<file path="config.mk">
export PLATFORM = sky130hd
export DESIGN_NAME = calc_cmd_seq
export DESIGN_NICKNAME = d
export VERILOG_FILES = /design/src/rtl/calc_cmd_seq.sv
export SDC_FILE = /design/constraint.sdc
export NUM_CORES = 1
export LEC_CHECK = 0
export CAP_MARGIN = 10
export CORE_UTILIZATION = 55
export CTS_CLUSTER_DIAMETER = 150
export DETAILED_ROUTE_END_ITERATION = 16
export GPL_ROUTABILITY_DRIVEN = 0
export PLACE_DENSITY = 0.75
export SKIP_CTS_REPAIR_TIMING = 1
export SLEW_MARGIN = 20
export SYNTH_ARGS = -nofsm -noshare
export SYNTH_HDL_FRONTEND = slang
export SYNTH_SLANG_ARGS = --single-unit
</file>
<file path="constraint.sdc">
create_clock -name clock -period 4.4 [get_ports clock]
set_input_delay 0.88 -clock clock [delete_from_list [all_inputs] [get_ports clock]]
set_output_delay 0.88 -clock clock [all_outputs]
set_load 0.02 [all_outputs]
</file>
<file path="src/rtl/calc_cmd_seq.sv">
// calc_cmd_seq: buffers keypad codes in a FIFO and issues them to the calc
// core over cmd/status (present, hold, wait for ack, release, wait for ready).
// Ports: clock, reset (async, active-low); key_valid/key_code/key_ready push
// side; status (core) in, cmd out; busy, fifo_count; sticky err_timeout and
// err_calc, both cleared by err_clr.
module calc_cmd_seq #(
    parameter int DEPTH   = 8,
    parameter int HOLD    = 2,
    parameter int TIMEOUT = 64
) (
    input  logic                   clock,
    input  logic                   reset,
    input  logic                   key_valid,
    input  logic [3:0]             key_code,
    output logic                   key_ready,
    input  logic                   err_clr,
    input  logic [1:0]             status,
    output logic [3:0]             cmd,
    output logic                   busy,
    output logic [$clog2(DEPTH):0] fifo_count,
    output logic                   err_timeout,
    output logic                   err_calc
);

    localparam int AW   = $clog2(DEPTH);
    localparam int TMAX = (HOLD > TIMEOUT) ? HOLD : TIMEOUT;
    localparam int TW   = $clog2(TMAX + 1);

    localparam logic [3:0] NOP     = 4'b1111;
    localparam logic [1:0] S_READY = 2'b01;
    localparam logic [1:0] S_FAULT = 2'b11;

    typedef enum logic [2:0] {
        IDLE,
        DRIVE,
        ACK,
        RELEASE,
        ERROR
    } state_t;

    state_t        state;
    logic [3:0]    mem [DEPTH];
    logic [AW-1:0] wr_ptr;
    logic [AW-1:0] rd_ptr;
    logic [TW-1:0] timer;
    logic [TW-1:0] timer_inc;
    logic          core_err;
    logic          ready;
    logic          push;
    logic          pop;
    logic          hold_done;
    logic          wait_done;

    assign core_err = (status == S_FAULT);
    assign ready    = (status == S_READY);

    // Both are decodes of registered state only, so they move on clock edges.
    assign key_ready = (state != ERROR)
                     && (fifo_count < (AW+1)'(DEPTH));
    assign busy      = (state != IDLE) || (fifo_count != '0);

    // Reserved code is silently dropped; a core fault flushes instead.
    assign push = key_valid && key_ready
               && (key_code != NOP) && !core_err;
    assign pop  = (state == IDLE) && (fifo_count != '0) && ready;

    // Saturating so a long wait can never wrap back into range.
    assign timer_inc = (&timer) ? timer : timer + TW'(1);
    assign hold_done = (timer == TW'(HOLD - 1));
    assign wait_done = (timer == TW'(TIMEOUT - 1));

    always_ff @(posedge clock) begin
        if (push) begin
            mem[wr_ptr] <= key_code;
        end
    end

    always_ff @(posedge clock or negedge reset) begin
        if (!reset) begin
            wr_ptr     <= '0;
            rd_ptr     <= '0;
            fifo_count <= '0;
        end else if (core_err) begin
            wr_ptr     <= '0;
            rd_ptr     <= '0;
            fifo_count <= '0;
        end else begin
            if (push) begin
                wr_ptr <= wr_ptr + AW'(1);
            end
            if (pop) begin
                rd_ptr <= rd_ptr + AW'(1);
            end
            fifo_count <= fifo_count
                        + (AW+1)'(push)
                        - (AW+1)'(pop);
        end
    end

    always_ff @(posedge clock or negedge reset) begin
        if (!reset) begin
            state       <= IDLE;
            cmd         <= NOP;
            timer       <= '0;
            err_timeout <= 1'b0;
            err_calc    <= 1'b0;
        end else begin
            // Any set below is a later assignment, so it beats the clear.
            if (err_clr) begin
                err_timeout <= 1'b0;
                err_calc    <= 1'b0;
            end
            if (core_err) begin
                err_calc <= 1'b1;
                state    <= ERROR;
                cmd      <= NOP;
                timer    <= '0;
            end else begin
                unique case (state)
                    IDLE: begin
                        if (pop) begin
                            cmd   <= mem[rd_ptr];
                            state <= DRIVE;
                            timer <= '0;
                        end
                    end
                    DRIVE: begin
                        if (hold_done) begin
                            state <= ACK;
                            timer <= '0;
                        end else begin
                            timer <= timer_inc;
                        end
                    end
                    ACK: begin
                        if (!ready || wait_done) begin
                            if (ready) begin
                                err_timeout <= 1'b1;
                            end
                            state <= RELEASE;
                            cmd   <= NOP;
                            timer <= '0;
                        end else begin
                            timer <= timer_inc;
                        end
                    end
                    RELEASE: begin
                        if (ready || wait_done) begin
                            if (!ready) begin
                                err_timeout <= 1'b1;
                            end
                            state <= IDLE;
                            timer <= '0;
                        end else begin
                            timer <= timer_inc;
                        end
                    end
                    ERROR: begin
                        if (ready) begin
                            state <= IDLE;
                            timer <= '0;
                        end
                    end
                    default: begin
                        state <= IDLE;
                        cmd   <= NOP;
                        timer <= '0;
                    end
                endcase
            end
        end
    end

endmodule

</file>
# Word-level counts from Yosys, hierarchy flattened
# Memory sizes are Yosys's and may differ from the RTL's.
# Index checks and enable logic that the tools add are counted.
[classes]
n_addsub = 5
order_cmp = 1
n_eq_ne = 16
reduce_logical = 22
n_mux = 35
[ops]
columns = ["operator", "count"]
rows = [
  ["$mux W7", 7],
  ["$pmux W7 S5", 1],
  ["$mux W3", 10],
  ["$ne A3 B3 Y1 const B", 6],
  ["$mux W4", 4],
  ["$pmux W3 S5", 1],
  ["$pmux W4 S3", 1],
  ["$mux W1", 10],
  ["$add A7 B1 Y7 const B", 1],
  ["$eq A7 B1 Y1 const B", 1],
  ["$eq A7 B6 Y1 const B", 1],
  ["$reduce_and A7 Y1", 1],
  ["$add A3 B1 Y3 const B", 2],
  ["$eq A3 B2 Y1 const B", 2],
  ["$logic_and A1 B1 Y1", 6],
  ["$reduce_bool A2 Y1", 3],
  ["$reduce_and A5 Y1", 1],
  ["$add A4 B1 Y4", 1],
  ["$lt A4 B4 Y1 const B", 1],
  ["$ne A4 B4 Y1 const B", 1],
  ["$reduce_bool A4 Y1", 1],
  ["$sub A4 B1 Y4", 1],
  ["$eq A3 B1 Y1 const B", 1],
  ["$eq A3 B3 Y1 const B", 1],
  ["11 further kinds", 14],
]
[totals]
mem_count = 1
reg_bits = 26
ramBits = 32
word_cells = 88
[mem_list]
columns = ["memory", "depth", "word_bits", "rd", "rd_clocked_by_memory_dff", "wr", "line", "source"]
rows = [
  ["mem", 8, 4, 1, 0, 1, "42", "logic [3:0] mem [DEPTH];"],
]

# Longest topological paths before layout
# Gate-level depths: netlist of run 1.
[logic_depth]
word_depth = 8
depth_mapped = 12
ltp_nobuf = 11

# Worst setup path after synthesis of run 1
# Ideal clock, no wire load.
[synth_timing]
kind = "input-to-reg"
start = "input status[1]"
end = "register fifo_count[2]"
required_time_ps = 4270
path_buffers = 1
t_arrival_ps = 2413
cell_stages = 10
setup_time_ps = 130
path_slack_ps = 1857
cell_sequence = "and2_1 > clkbuf_1 > nor2_1 > inv_1 > ha_1 > inv_1 > ha_1 > fa_1 > xnor2_1 > nor2_1"
[synth_via]
elab_chain_len = 6
[synth_lines]
columns = ["item", "line", "source"]
rows = [
  ["from (decl)", "17", "input logic [1:0] status,"],
  ["$eq A2 B2 Y1", "54", "assign core_err = (status == S_FAULT);"],
  ["$logic_not A1 Y1", "64", "&& (key_code != NOP) && !core_err;"],
  ["$logic_and A1 B1 Y1", "64", ""],
  ["$add A4 B1 Y4", "95", "+ (AW+1)'(push)"],
  ["$sub A4 B1 Y4", "96", "- (AW+1)'(pop);"],
  ["$mux W4 *", "83", "end else if (core_err) begin"],
  ["to (signal assigned)", "94", "fifo_count <= fifo_count"],
  ["to (decl)", "20", "output logic [$clog2(DEPTH):0] fifo_count,"],
]
# Every way passes the cells marked *; elsewhere a longest branch is shown, timed or not.
# A chain may end at the register's enable or synchronous reset.

# Worst setup path after layout of run 1
[layout_timing]
start = "input key_code[2]"
end = "register fifo_count[2]"
[layout_via]
elab_chain_len = 6
[layout_lines]
columns = ["item", "line", "source"]
rows = [
  ["from (decl)", "14", "input logic [3:0] key_code,"],
  ["$ne A4 B4 Y1", "64", ""],
  ["$logic_and A1 B1 Y1 (2 in a row)", "64", ""],
  ["$add A4 B1 Y4", "95", ""],
  ["$sub A4 B1 Y4", "96", ""],
  ["$mux W4", "83", ""],
]
# Every way passes these cells.

==> results of run 1 <==
==> cells by family (layout without fill, tap and decap cells) <==
group                    Yosys count  in the layout  share of synthesized area [%]
XOR/XNOR                           7              7                          2.234
multiplexers                      15             15                          9.165
flip-flops                        58             58                          58.91
AO/OA/AOI/OAI                     30             30                          7.981
AND/OR/NAND/NOR                   72             72                          13.59
adder cells (fa/ha/maj)           10             10                          4.834
buffers and inverters             22             51                          3.283
==> cell type report <==
class | instances | area, sq um
clock buffer | 10 | 127.6
clock inverter | 6 | 57.56
fill | 382 | 1565
inverter | 13 | 48.80
multi-input combinational | 134 | 1037
sequential | 58 | 1617
tap | 67 | 83.83
timing repair buffer | 22 | 217.7
==> registers in the layout, summed over array words and instances, names as in the netlist <==
name,flops
cmd,4
err_timeout,1
err_calc,1
fifo_count,4
rd_ptr,3
mem,32
state,3
wr_ptr,3
timer,7
==> metrics by stage <==
| stage | power [mW] | cells | utilization (%) | hold WS (ns) |
|---|---|---|---|---|
| global route | 1.979 | 310 | 67.08 | 0.4819 |
| CTS | 1.878 | 310 | 67.08 | 0.4729 |
| global placement | 1.393 | 294 | 63.18 | 0.4592 |
| floorplan | 1.232 | 214 | - | 0.4998 |
| detailed placement | 1.411 | 294 | 63.18 | 0.4624 |
| finish | 1.867 | 310 | 67.08 | 0.4680 |
==> worst min path at each step <==
stage / from / to / cells past startpoint
6_report: cmd[1] / cmd[1] / 2
5_1_grt: cmd[1] / cmd[1] / 2
4_1_cts: cmd[1] / cmd[1] / 2
3_5_place_dp: cmd[1] / cmd[1] / 2
3_3_place_gp: cmd[1] / cmd[1] / 2
2_1_floorplan: timer[5] / timer[5] / 1
==> per-layer routing <==
| metal | GRT usage, % | part of all wire, % | vias to the layer above |
|---|---|---|---|
| met1 | 30.71 | 47 | 847 |
| met2 | 31.46 | 45 | 52 |
| met3 | 7.044 | 4.9 | 16 |
| met5 | 0 | 0 | - |
| met4 | 11.33 | 2.7 | 0 |
| li1 | - | - | 829 |
==> power breakdown <==
| group | internal, mW | switching, mW |
|---|---|---|
| Combinational | 0.309 | 0.321 |
| Clock | 0.256 | 0.207 |
| Sequential | 0.663 | 0.111 |
==> cells in the final DEF, fill, tap and decap left out, drive strengths merged, types with 5 or more instances in the layout <==
master         Yosys  final
a21oi             11     11
clkdlybuf4s50      0     21
nand3              6      6
clkbuf             3     10
nor3               6      6
edfxtp            32     32
dfrtp             22     22
nand2             14     14
mux4               8      8
ha                 9      9
nor2              23     23
o21ai              5      5
mux2i              6      6
inv               13     13
==> worst max-delay path, stage by stage <==
cell,delay [ns]
clkdlybuf4s50_1,0.55
nand4_1,0.21
nand4_1,0.22
nor2_1,0.20
inv_1,0.06
ha_1,0.26
inv_1,0.04
ha_1,0.20
fa_1,0.38
xnor2_1,0.16
nor2_1,0.05
==> summary.txt, run 1 <==
Floorplan
  • DIE AREA: 5275 sq um
  • # IOs: 22
  • Initial core utilization: 57.71%
  • DIE WIDTH: 72.63 um
  • Core box area: 4755 sq um
  • Die height: 72.63 um
  • Row cnt: 25

Global route
  • Initial antenna violation count: 0
  • Vias in the first global route: 1668
  • Gr ovfl total: 0
  • Largest net degree at the start of global routing: 27
  • First-pass GRT wire length: 8273 um
  • GRT Total Usage: 22.12%

Place
  • Dpl cell area: 3004 sq um
  • Detailed placer's ending HPWL: 3379 um
  • DP Worst Slack: 1.084 ns
  • Port bufs: 21

Finish
  • Share of post-route cells with drive strength above 1: 15.23%
  • Antenna Cells: 0
  • Nets@finish: 258
  • Area growth syn-to-layout: 16.23%
  • Final Cell Area: 3189 sq um

STA
  • Worst Tran Pin Value: 0.7827 ns
  • Peak Freq: 333.6 MHz
  • Setup TNS: 0 ns
  • Crit share post-route: 68.13%
  • Final worst slack: 1.402 ns
  • Worst Skew: 0.007906 ns
  • Rel. slew slack: 47.42%
  • RSZ-0062 raised after global routing: no
  • Fin crit period: 2.998 ns
  • Final setup vio count: 0
  • Fin. max-slew vios: 0
  • Hold Fails Final Rpt: 0

Synth
  • Synth Flop Type: edfxtp_1
  • Post-Synthesis Cells: 214
  • Syn_area_per_cell: 12.82 sq um
  • Yosys cell types: 43
  • #FFs+latches synth: 58
  • Syn nets: 234
  • Number of synthesized flops with an enable pin: 32
  • Synth async-reset ratio: 44.83%
  • Synth warnings: 0
  • Syn Std Cell Area: 2744 sq um
  • Top post-synthesis cells by count: edfxtp_1 (32), nor2_1 (23), dfrtp_1 (22)
  • Cell taking the most area after synthesis: edfxtp_1
  • Most frequent cell after synthesis: edfxtp_1
  • Sequential fraction of the synthesis area: 58.91%
  • Top post-synthesis cells by area: edfxtp_1 (35%), dfrtp_1 (20%), mux4_2 (6.6%)
  • Yosys top cell area share: 35.02%

Pwr
  • Worst-case vdd ir drop: 284.2 uV
  • Leak pwr: 1.233 nW
  • Power Density: 585.5 nW/um^2

Detailed routing
  • Vias per cell: 5.626
  • Violation count after the first detailed-routing iteration: 123
  • ANT nets after route: 0
  • Routed wire length: 5024 um
  • DR vias: 1744
  • Number of remaining DRC errors: 0
  • Pre-Repair DR Iteration Count: 4
  • Drt wl/cell: 16.21 um

Clock tree
  • CTS HTree Levels: 3
  • Worst-Skew Late Latency: 0.34 ns
  • CTS Sinks: 58
  • CTS clk-pin slew, worst paths: 0.07 ns
  • CTS tree: yes
  • CTS max path bufs: 2
  • CTS Root Cell: clkbuf_8
  • Clock buffer count from CTS: 9

Status
  • Status: finished, final reports clean

Setup path
  • Worst setup SP type: input pin
  • Data required, critical path: 4.62 ns
  • Flop2flop setup slack: 1.82 ns
  • FF-to-FF Start: state[1]
  • R2R Path End: fifo_count[3]
  • R2R depth: 11
  • Critical path class: input pin to flip-flop
  • Crit path arrival time: 3.22 ns
  • Crit path launch: key_code[2]
  • Critical path peak fanout: 9
  • Worst setup endpoint: fifo_count[2]
  • CP endpoint kind: flip-flop

Min path
  • Worst min-delay path class: flip-flop to flip-flop

Job
  • Max-cap violation count: 0
No activity file was read; power rests on OpenSTA's default activity.
==> inputs of run 2 (changes only) <==
--- a/config.mk
+++ b/config.mk
@@ -6,11 +6,11 @@
 export NUM_CORES = 1
 export LEC_CHECK = 0
 export CAP_MARGIN = 10
-export CORE_UTILIZATION = 55
+export CORE_UTILIZATION = 52
 export CTS_CLUSTER_DIAMETER = 150
 export DETAILED_ROUTE_END_ITERATION = 16
 export GPL_ROUTABILITY_DRIVEN = 0
-export PLACE_DENSITY = 0.75
+export PLACE_DENSITY = 0.74
 export SKIP_CTS_REPAIR_TIMING = 1
 export SLEW_MARGIN = 20
 export SYNTH_ARGS = -nofsm -noshare
==> constraint.sdc (replaced) <==
create_clock -name clock -period 2.65 [get_ports clock]
set_input_delay 0.53 -clock clock [delete_from_list [all_inputs] [get_ports clock]]
set_output_delay 0.53 -clock clock [all_outputs]
set_load 0.02 [all_outputs]
==> summary.txt, run 2 (same netlist as run 1, synthesis figures left out) <==
Clock tree
  • CTS Root Cell: clkbuf_8
  • CTS clk-pin slew, worst paths: 0.06 ns (about the same)
  • CTS Sinks: 58 (unchanged)
  • CTS max path bufs: 2 (unchanged)
  • Clock buffer count from CTS: 9 (unchanged)
  • Worst-Skew Late Latency: 0.33 ns (about the same)
  • CTS tree: yes
  • CTS HTree Levels: 3 (unchanged)

Setup path
  • Worst Path Buf+Inv: 3 (unchanged)
  • CP endpoint kind: output pin
  • CP max-delay cell: clkdlybuf4s50_1
  • Critical Path Most Common Cell: buf_4
  • Critical path class: flip-flop to output pin
  • Top delay family on crit path: buffers and inverters
  • Data required, critical path: 2.12 ns (-2.50 ns)
  • Slowest cell delay on critical path: 0.53 ns (-0.02 ns)
  • Crit path arrival time: 1.93 ns (-1.29 ns)
  • Worst setup SP type: flip-flop
  • Crit-path cells: buf_4 -> nor3_1 -> buf_4 -> nand2_1 -> clkdlybuf4s50_1
  • Critical path peak fanout: 13 (+4)
  • Flop2flop setup slack: 0.32 ns (-1.50 ns)

STA
  • Worst Skew: 0.007381 ns (-0.0005250 ns)
  • Worst Tran Pin Value: 0.5910 ns (-0.1917 ns)
  • Crit share post-route: 92.86%
  • Fin. max-slew vios: 0 (unchanged)
  • RSZ-0062 raised after global routing: no
  • WHS: 0.4673 ns (-0.0006350 ns)
  • Rel. slew slack: 60.60% (+13 points)
  • Final setup vio count: 0 (unchanged)
  • Setup TNS: 0 ns (unchanged)
  • Fin crit period: 2.461 ns
  • Hold Fails Final Rpt: 0 (unchanged)
  • Peak Freq: 406.4 MHz

Finish
  • Nets@finish: 276 (+7.0%)
  • Final Cell Area: 3332 sq um (+4.5%)
  • Largest regs: mem (32), timer (7)
  • Filler Cell Count: 410 (+7.3%)
  • Antenna Cells: 0 (unchanged)
  • Share of post-route cells with drive strength above 1: 21.07% (+5.8 points)
  • Area growth syn-to-layout: 21.43%
  • Commonest non-fill, non-tap cells in the layout: edfxtp_1 (32), nor2_1 (23), dfrtp_1 (22)
  • Largest register by flop count: mem
  • Post-route insts no fill: 331 (+6.8%)
  • Most common cell after layout, fill and taps aside: edfxtp_1
  • Max reg flops: 32 (unchanged)

Pwr
  • Leak pwr: 1.333 nW (+8.2%)
  • Sw frac: 33.26% (-0.98 points)
  • Clk pwr share: 24.6% (-0.2 points)
  • Worst-case vdd ir drop: 409.9 uV (+44%)
  • Power consumption: 3.192 mW (+71%)
  • P_sw: 1.062 mW (+66%)
  • Int Pwr: 2.131 mW (+74%)
  • Logic pwr share: 36.1% (+2.3 points)
  • Sequential Power Share: 39.3% (-2.1 points)
  • Power Density: 958.1 nW/um^2 (+64%)

Floorplan
  • DIE AREA: 5571 sq um (+5.6%)
  • Initial core utilization: 53.72% (-4.0 points)
  • Row cnt: 26 (+4.0%)
  • DIE WIDTH: 74.64 um (+2.8%)
  • Core box area: 5107 sq um (+7.4%)
  • # IOs: 22 (unchanged)
  • Die height: 74.64 um (+2.8%)

Detailed routing
  • Routed wire length: 5115 um (+1.8%)
  • Vias per cell: 5.517 (-1.9%)
  • Pre-Repair DR Iteration Count: 4 (unchanged)
  • Drt wl/cell: 15.45 um (-4.6%)
  • DR vias: 1826 (+4.7%)
  • Number of remaining DRC errors: 0 (unchanged)
  • ANT nets after route: 0 (unchanged)
  • Violation count after the first detailed-routing iteration: 151 (+23%)

Place
  • Dpl cells: 315 (+7.1%)
  • Port bufs: 21 (unchanged)
  • Detailed placer's ending HPWL: 3684 um (+9.0%)
  • Dpl cell area: 3143 sq um (+4.6%)

Global route
  • Vias in the first global route: 1714 (+2.8%)
  • Gr ovfl total: 0 (unchanged)
  • Largest net degree at the start of global routing: 27 (unchanged)
  • GRT Total Usage: 20.80% (-1.3 points)
  • First-pass GRT wire length: 8169 um (-1.3%)
  • Initial antenna violation count: 0 (unchanged)

Job
  • Max-cap violation count: 0 (unchanged)

Status
  • Status: finished, final reports clean

Min path
  • Worst min-delay path class: flip-flop to flip-flop
[run 2: changes by cell type in the layout (fill, tap and decap cells not counted), sizes merged]
cell,delta
buf,+18
clkinvlp,-2
clkbuf,+2
[run 2: layout make-up]
type / count / area (sq um) / share of cell area, %
clock buffers: 12 / 145.1 / 4.356
inverters: 13 / 48.80 / 1.465
multi-input cells: 134 / 1037 / 31.13
well taps: 70 / 87.58 / 2.629
clock inverters: 4 / 43.79 / 1.314
repair buffers: 40 / 352.8 / 10.59
flip-flops and latches: 58 / 1617 / 48.52
[run 2: final timing paths]
kind                       startpoint       endpoint  depth (start not counted)
setup / recovery             state[1]           busy                          5
hold / removal                 cmd[0]         cmd[0]                          2
setup reg to reg             state[0]  fifo_count[1]                          9
hold reg to reg                cmd[0]         cmd[0]                          2
max in group asynchronous       reset         cmd[2]                          2
min in group asynchronous       reset       timer[3]                          2
[run 2: metrics by stage]
step           setup slack [ns]  util (%)
5_1_grt                  0.1036     65.24
3_3_place_gp          -0.004145     61.54
3_5_place_dp           -0.05515     61.54
2_1_floorplan            0.1670         -
4_1_cts                  0.1789     65.24
6_report                 0.1893     65.24
[run 2: power by group through the flow]
stage               Sequential, mW  Combinational (mW)  Clock, mW
detailed placement            1.27                1.15          0
floorplan                     1.25               0.798          0
global placement              1.27                1.13          0
finish                        1.25                1.15      0.785
CTS                           1.26                1.16      0.796
global route                  1.28                1.27      0.835
[run 2: worst register-to-register path, stage by stage, from the launching register on]
cell and delay, ns:
dfrtp_1 0.47, or3b_2 0.50, nand4_1 0.13, nor2_1 0.06
inv_1 0.06, ha_1 0.21, inv_1 0.06, ha_1 0.18
fa_1 0.41, and2_1 0.14
[run 2: per-layer routing]
| layer | GRT usage, % | wire (um) | up-vias |
|---|---|---|---|
| met5 | 0 | 0 | - |
| met4 | 10.69 | 116 | 0 |
| met3 | 4.953 | 237 | 8 |
| met2 | 29.93 | 2322 | 47 |
| met1 | 29.66 | 2438 | 899 |
| li1 | - | - | 872 |
